File: config.mk
export PLATFORM = sky130hd
export DESIGN_NAME = pc_unit
export DESIGN_NICKNAME = d
export VERILOG_FILES = /design/src/rtl/pc_unit.sv
export SDC_FILE = /design/constraint.sdc
export NUM_CORES = 1
export LEC_CHECK = 0
export ABC_CLOCK_PERIOD_IN_PS = 4000
export CORE_MARGIN = 1
export CORE_UTILIZATION = 30
export DETAILED_ROUTE_END_ITERATION = 8
export GPL_TIMING_DRIVEN = 0
export PLACE_DENSITY = 0.55
export SLEW_MARGIN = 20
export SYNTH_ARGS = -nofsm -noshare
export SYNTH_HDL_FRONTEND = slang
export SYNTH_SLANG_ARGS = --single-unit
File: constraint.sdc
create_clock -name clk -period 4 [get_ports clk]
set_input_delay 0.4 -clock clk [delete_from_list [all_inputs] [get_ports clk]]
set_output_delay 0.4 -clock clk [all_outputs]
set_load 0.01 [all_outputs]
File: src/rtl/pc_unit.sv
// Fetch-stage program counter with stall gating, trap/redirect override and a
// circular return-address stack for call/return prediction.
module pc_unit #(
  parameter int              XLEN        = 32,
  parameter logic [XLEN-1:0] RESET_VEC   = '0,
  parameter int              INSTR_BYTES = 4,
  parameter int              RAS_DEPTH   = 4
) (
  input  logic                           clk,
  input  logic                           rst,
  input  logic                           pc_write,
  input  logic                           trap_valid,
  input  logic [XLEN-1:0]                trap_vector,
  input  logic                           redirect_valid,
  input  logic [XLEN-1:0]                redirect_target,
  input  logic                           call_valid,
  input  logic [XLEN-1:0]                call_target,
  input  logic                           ret_valid,
  output logic [XLEN-1:0]                pc_out,
  output logic [XLEN-1:0]                pc_plus,
  output logic [$clog2(RAS_DEPTH+1)-1:0] ras_count,
  output logic                           ras_empty
);

  localparam int CNT_W = $clog2(RAS_DEPTH + 1);
  localparam int PTR_W = $clog2(RAS_DEPTH);
  localparam logic [CNT_W-1:0] CNT_FULL = CNT_W'(RAS_DEPTH);

  logic [XLEN-1:0]  pc_reg, pc_next;
  logic [CNT_W-1:0] count_reg, count_next;
  logic [PTR_W-1:0] ptr_reg, ptr_next;
  logic [XLEN-1:0]  ras_mem [RAS_DEPTH];
  logic [XLEN-1:0]  ras_top;
  logic             ras_we;

  assign pc_out    = pc_reg;
  assign pc_plus   = pc_reg + XLEN'(INSTR_BYTES);
  assign ras_count = count_reg;
  assign ras_empty = (count_reg == '0);
  assign ras_top   = ras_mem[ptr_reg];

  // ptr_reg always addresses the newest entry; writes go to ptr_next.
  always_comb begin
    pc_next    = pc_reg;
    count_next = count_reg;
    ptr_next   = ptr_reg;
    ras_we     = 1'b0;
    if (trap_valid) begin
      pc_next    = trap_vector;
      count_next = '0;
    end else if (redirect_valid) begin
      pc_next = redirect_target;
    end else if (pc_write) begin
      if (call_valid && ret_valid && count_reg != '0) begin
        // Pop then push collapses to overwriting the top in place.
        pc_next = call_target;
        ras_we  = 1'b1;
      end else if (call_valid) begin
        pc_next  = call_target;
        ptr_next = ptr_reg + PTR_W'(1);
        ras_we   = 1'b1;
        if (count_reg != CNT_FULL)
          count_next = count_reg + CNT_W'(1);
      end else if (ret_valid && count_reg != '0) begin
        pc_next    = ras_top;
        ptr_next   = ptr_reg - PTR_W'(1);
        count_next = count_reg - CNT_W'(1);
      end else begin
        pc_next = pc_plus;
      end
    end
  end

  always_ff @(posedge clk) begin
    if (rst) begin
      pc_reg    <= RESET_VEC;
      count_reg <= '0;
      ptr_reg   <= '0;
    end else begin
      pc_reg    <= pc_next;
      count_reg <= count_next;
      ptr_reg   <= ptr_next;
    end
  end

  always_ff @(posedge clk) begin
    if (ras_we && !rst)
      ras_mem[ptr_next] <= pc_plus;
  end

endmodule

== Word-level counts from Yosys, hierarchy flattened ==
Memories as Yosys holds them, arrays and structs flattened. A register that Yosys moved wholly into a read port is not among the register bits.
Index checks and enable logic that the tools add are counted.
Cells by class
  mux-type cells: 23
  bitwise gates (word level): 2
  equality and inequality tests: 2
  add/sub/neg operators: 5
  reduce and logical (&&, ||, !) cells: 11
Operators by type and width (count)
  2-to-1 mux 32 bit: 6
  adder 32 x 3 -> 32 bit, second input constant: 1
  2-to-1 mux 2 bit: 7
  2-to-1 mux 3 bit: 3
  2-to-1 mux 1 bit: 7
  nonzero test 3 bit: 2
  AND reduction 5 bit: 1
  logical AND 1 bit: 4
  adder 3 x 1 -> 3 bit, second input constant: 1
  logical NOT 3 bit: 1
  inequality test 3 bit, second input constant: 1
  subtractor 3 x 1 -> 3 bit, second input constant: 1
  adder 2 x 1 -> 2 bit, second input constant: 1
  inequality test 2 x 1 -> 1 bit, second input constant: 1
  inverter 1 bit: 2
  nonzero test 2 bit: 1
  OR reduction 2 bit: 1
  subtractor 2 x 1 -> 2 bit, second input constant: 1
  logical NOT 1 bit: 1
Storage, ports and cells
  bits in registers: 37
  RAM bits: 128
  output and inout bits: 68
  memories kept: 1
Memory list
  ras_mem: words 4, bits a word 32, rd ports 1, clocked after memory_dff 1, write ports 1, RTL line 32  | logic [XLEN-1:0] ras_mem [RAS_DEPTH];

== Longest topological paths before layout ==
  depth in word-level cells: 9
  mapped depth: 8
  mapped depth without buffers: 7

== Worst setup path after synthesis ==
OpenSTA, ideal clock, no wires.
  kind: in2reg
  start: input port ret_valid
  end: memory ras_mem[0][0], enable pin
  data required time: 3568 ps
  arrival time: 2928 ps
  setup time: 432 ps
  setup slack: 640 ps
  stages: 5
  cell sequence: clkbuf_1 > o31ai_2 > clkbuf_1 > or3_1 > a21oi_1
On the way
  longest elaborated chain between the ends: 9
  elaborated cells on any way between the ends: 16
  those cells by class: 12 x mux; 4 x reduce/logical
Ends and longest elaborated chain
  start, declared: RTL line 18  | input logic ret_valid,
  logical AND 1 bit (2 in a row): RTL line 54  | if (call_valid && ret_valid && count_reg != '0) begin
  2-to-1 mux 1 bit: RTL line 54
  2-to-1 mux 1 bit: RTL line 53  | end else if (pc_write) begin
  2-to-1 mux 1 bit: RTL line 51  | end else if (redirect_valid) begin
  2-to-1 mux 1 bit: RTL line 48  | if (trap_valid) begin
  logical AND 1 bit: RTL line 87  | if (ras_we && !rst)
  2-to-1 mux 1 bit: RTL line 87
  2-to-1 mux 1 bit (implied by the code): RTL line 88  | ras_mem[ptr_next] <= pc_plus;
  end, declared: RTL line 32
Several ways; a longest one is shown, not always the timed one.

== Worst setup path after layout ==
  start: register pc_reg[2] (netlist: pc_out[2])
  end: output port pc_plus[19]
On the way
  longest elaborated chain between the ends: 1
Ends and longest elaborated chain
  start, declared: RTL line 29  | logic [XLEN-1:0] pc_reg, pc_next;
  start signal, assigned: RTL line 80  | pc_reg <= pc_next;
  adder 32 x 3 -> 32 bit: RTL line 37  | assign pc_plus = pc_reg + XLEN'(INSTR_BYTES);
  end, declared: RTL line 20  | output logic [XLEN-1:0] pc_plus,
Every way passes these cells.

==> load_flow_metrics.sql <==
INSERT INTO impl_metrics (metric_group, metric, value, unit) VALUES
('run_status', 'run_status', 'finished clean', ''),
('yosys', 'async_reset_ff_share', '0', '%'),
('power', 'cellLeakagePower', '3.583', 'nW'),
('place', 'hpwl', '21420', 'um'),
('sta', 'timing.final.crit_share', '94.50', '%'),
('grt', 'gr-usage-met2', '34.35', '%'),
('die', 'die-width', '166.8', 'um'),
('drt', 'per_cell_via_count_in_the_routed_design', '5.578', ''),
('sta', 'worst_pin_slew', '1132', 'ps'),
('clocking', 'clock_sink_count', '165', ''),
('worst_setup_path', 'worstPathArrival', '3380', 'ps'),
('worst_setup_path', 'critPathLaunchType', 'flop', ''),
('place', 'placedCellCount', '1181', ''),
('clocking', 'tritoncts', 'done', ''),
('yosys', 'yosysUniqueCellTypes', '65', ''),
('clocking', 'tritoncts.num_buffers', '17', ''),
('die', 'placementRows', '59', ''),
('clocking', 'clock_root_buffer', 'sky130_fd_sc_hd__clkbuf_16', ''),
('die', 'die-area', '0.02783', 'sq mm'),
('grt', 'first_global_vias', '6699', ''),
('cells_and_area', 'largest_reg_flops', '128', ''),
('yosys', 'synthCells', '674', ''),
('yosys', 'synth-edff-count', '128', ''),
('sta', 'hold_ws', '561.5', 'ps'),
('grt', 'grt_overflow_total', '0', ''),
('cells_and_area', 'postLayoutCellArea', '0.01100', 'sq mm'),
('place', 'setup_slack_after_placement', '335.9', 'ps'),
('sta', 'timing_hold_violations_final', '0', ''),
('die', 'initial_utilization', '30.93', '%'),
('drt', 'wire_per_inst', '24.38', 'um'),
('yosys', 'ys_seq_elements', '165', ''),
('die', 'io-pin-count', '171', ''),
('cells_and_area', 'final_nets', '972', ''),
('place', 'placement.io_buffers', '167', ''),
('yosys', 'mappedNetlistArea', '0.008150', 'sq mm'),
('clocking', 'clk_pin_slew_worst_paths', '60', 'ps'),
('drt', 'drc', '0', ''),
('clocking', 'cts_max_path_buffers', '2', ''),
('clocking', 'cts_hold_buf', '0', ''),
('grt', 'met1_usage', '28.96', '%'),
('worst_setup_path', 'timing.critical_path.to_type', 'output pin', ''),
('sta', 'rsz0062_at_grt', 'no', ''),
('job', 'cap_violations', '0', ''),
('grt', 'grt_util_all_layers', '21.55', '%'),
('power', 'power_density', '377.0', 'mW/mm^2'),
('grt', 'grt_first_pass_wirelength', '43380', 'um'),
('cells_and_area', 'ff_latch_area', '0.004584', 'sq mm'),
('place', 'gp_routability_congestion', '0.8375', ''),
('cells_and_area', 'area_delta_synth_final', '34.97', '%'),
('sta', 'slew_viol_final', '0', ''),
('drt', 'firstDrtPassIters', '5', ''),
('power', 'ir_drop', '290.1', 'uV'),
('yosys', 'synth_seq_area_share', '56.25', '%'),
('yosys', 'syn_area_per_cell', '12.09', 'sq um'),
('grt', 'largest_net_degree_at_the_start_of_global_routing', '21', ''),
('power', 'total_power', '4.148', 'mW'),
('clocking', 'clock_latency', '440', 'ps'),
('place', 'placement.cell_area', '0.01041', 'sq mm'),
('sta', 'post-route-min-period', '3780', 'ps'),
('drt', 'vias', '6777', ''),
('grt', 'antenna_found_initial', '0', ''),
('cells_and_area', 'footprint_of_the_multi_input_gates', '0.003344', 'sq mm'),
('grt', 'globalRoute.busiestLayer', 'met2', ''),
('drt', 'wl', '29620', 'um'),
('sta', 'timing.fmax', '264.6', 'MHz'),
('worst_setup_path', 'critPathRequiredTime', '3600', 'ps'),
('die', 'core_region_area', '0.02635', 'sq mm'),
('sta', 'max-slew-margin-rel', '23.94', '%'),
('clocking', 'ctsHtreeMaxLevel', '4', ''),
('cells_and_area', 'register_with_the_most_flip_flops', 'ras_mem', ''),
('sta', 'final-setup-viol-count', '0', ''),
('yosys', 'yosys_warnings', '0', ''),
('sta', 'timing.clock.skew', '6.186', 'ps'),
('cells_and_area', 'final.fill_count', '2434', ''),
('yosys', 'postSynth.topFlopCell', 'sky130_fd_sc_hd__edfxtp_1', ''),
('min_path', 'timing.hold.worst.class', 'reg -> reg', ''),
('worst_setup_path', 'critical_path_class', 'reg -> out', ''),
('sta', 'postLayoutSetupSlackWorst', '220.1', 'ps'),
('cells_and_area', 'ant_cells', '0', ''),
('die', 'die_height', '166.8', 'um'),
('grt', 'grt.met3_usage', '3.969', '%'),
('cells_and_area', 'final_cell_count_no_fill', '1215', ''),
('drt', 'detailedRoute.firstIterationViolations', '677', ''),
('drt', 'detail-route-antenna-nets', '0', ''),
('yosys', 'postSynthNetCount', '779', ''),
('cells_and_area', 'final_layout_size_suffix_gt1_share', '12.16', '%'),
('worst_setup_path', 'crit_path_max_fanout', '8', '');
## routing by layer
metal / vias to the layer above / wire (um) / part of all wire, %
li1: 3013 / - / -
met1: 3376 / 12480 / 42
met2: 339 / 13990 / 47
met3: 49 / 2242 / 7.6
met4: 0 / 903 / 3.0
met5: - / 0 / 0
## cell type report
type                       count  share of cell area, %
sequential                   165                  41.67
multi-input combinational    445                  30.40
timing repair buffer         174                  16.51
clock buffer                  20                  4.060
tap                          335                  3.810
buffer                        50                  2.070
clock inverter                12                 0.9895
inverter                      14                 0.4777
## cell usage in the layout, fill, tap and decap left out, types with 18 or more instances in the layout
cell	instances
sky130_fd_sc_hd__clkdlybuf4s50_1	167
sky130_fd_sc_hd__dfxtp_1	37
sky130_fd_sc_hd__nor2_1	47
sky130_fd_sc_hd__nand2_1	65
sky130_fd_sc_hd__a21oi_1	29
sky130_fd_sc_hd__clkbuf_1	33
sky130_fd_sc_hd__xnor2_1	24
sky130_fd_sc_hd__o21ai_0	19
sky130_fd_sc_hd__mux4_2	32
sky130_fd_sc_hd__nor3_1	18
sky130_fd_sc_hd__edfxtp_1	128
## where the power goes
group | leakage (nW) | switching, mW | total, mW | internal (mW)
logic | 1.86 | 0.315 | 0.617 | 0.303
registers | 1.46 | 0.0666 | 1.97 | 1.90
clock network | 0.258 | 0.692 | 1.56 | 0.871
total | 3.58 | 1.07 | 4.15 | 3.07
## path summary, 6_finish.rpt
| path | start | endpoint | slack [ps] | cells past startpoint |
|---|---|---|---|---|
| worst max-delay path | pc_out[2] | pc_plus[19] | 220 | 5 |
| worst min-delay path | pc_out[14] | pc_out[14] | 560 | 2 |
| worst max register to register | ras_count[2] | ras_mem[0][14] | 1120 | 7 |
| worst min register to register | pc_out[14] | pc_out[14] | 560 | 2 |
## Yosys cell counts, drive strengths merged, types with 3 or more instances
master  count  area [sq um]
or2         3         18.77
xor2        7         61.31
xnor2      26         227.7
nand2b      4         25.02
o41ai       3         26.28
a211oi      8         60.06
nor2b      12         75.07
nor4       10         98.84
a31oi       6         37.54
a22oi       5         37.54
a21oi      30         150.1
o31ai       7         57.55
nor3       18         90.09
clkbuf     31         116.4
nor2       51         191.4
a311oi      8         70.07
inv        14         52.55
o22ai       9         56.30
buf        19         111.4
and3       10         62.56
nand3      18         95.09
mux4       32         720.7
nand2      65         244.0
a31o        7         61.31
edfxtp    128          3844
nand4      14         117.6
a21o        5         37.54
o21ai      22         110.1
or3        11         68.82
dfxtp      37         740.7
o211ai      3         22.52
a221oi     16         140.1
a221o       4         40.04
## metrics by stage
stage / utilization (%) / TNS [ps]
floorplan: - / 0
global placement: 38.86 / -202680
detailed placement: 39.48 / 0
CTS: 41.62 / 0
global route: 41.74 / 0
finish: 41.74 / 0
## cell families (layout without fill, tap and decap cells)
logic type / count (synthesis) / after routing / synth area share, %
and+or+nand+nor: 223 / 223 / 14.03
xor gates and xnor gates: 33 / 33 / 3.546
adders and majority gates: 2 / 2 / 0.3991
DFF: 165 / 165 / 56.25
muxes: 33 / 33 / 8.965
AOI/OAI and AO/OA: 154 / 154 / 13.37
buffers and inverters: 64 / 270 / 3.439
## worst max-delay path, stage by stage (launching register included)
cell and delay [ps]:
sky130_fd_sc_hd__dfxtp_1 530, sky130_fd_sc_hd__nand4_1 450, sky130_fd_sc_hd__nor4_4 600, sky130_fd_sc_hd__nand4_1 220, sky130_fd_sc_hd__xnor2_1 500, sky130_fd_sc_hd__clkdlybuf4s50_1 640
## what timing repair did
item                       CTS  global route
pin swaps                    1             1
setup endpoints to repair    1             7
setup buffers                0             2
resized for setup            1             3
Note: power is estimated with default switching activity, not from simulation.
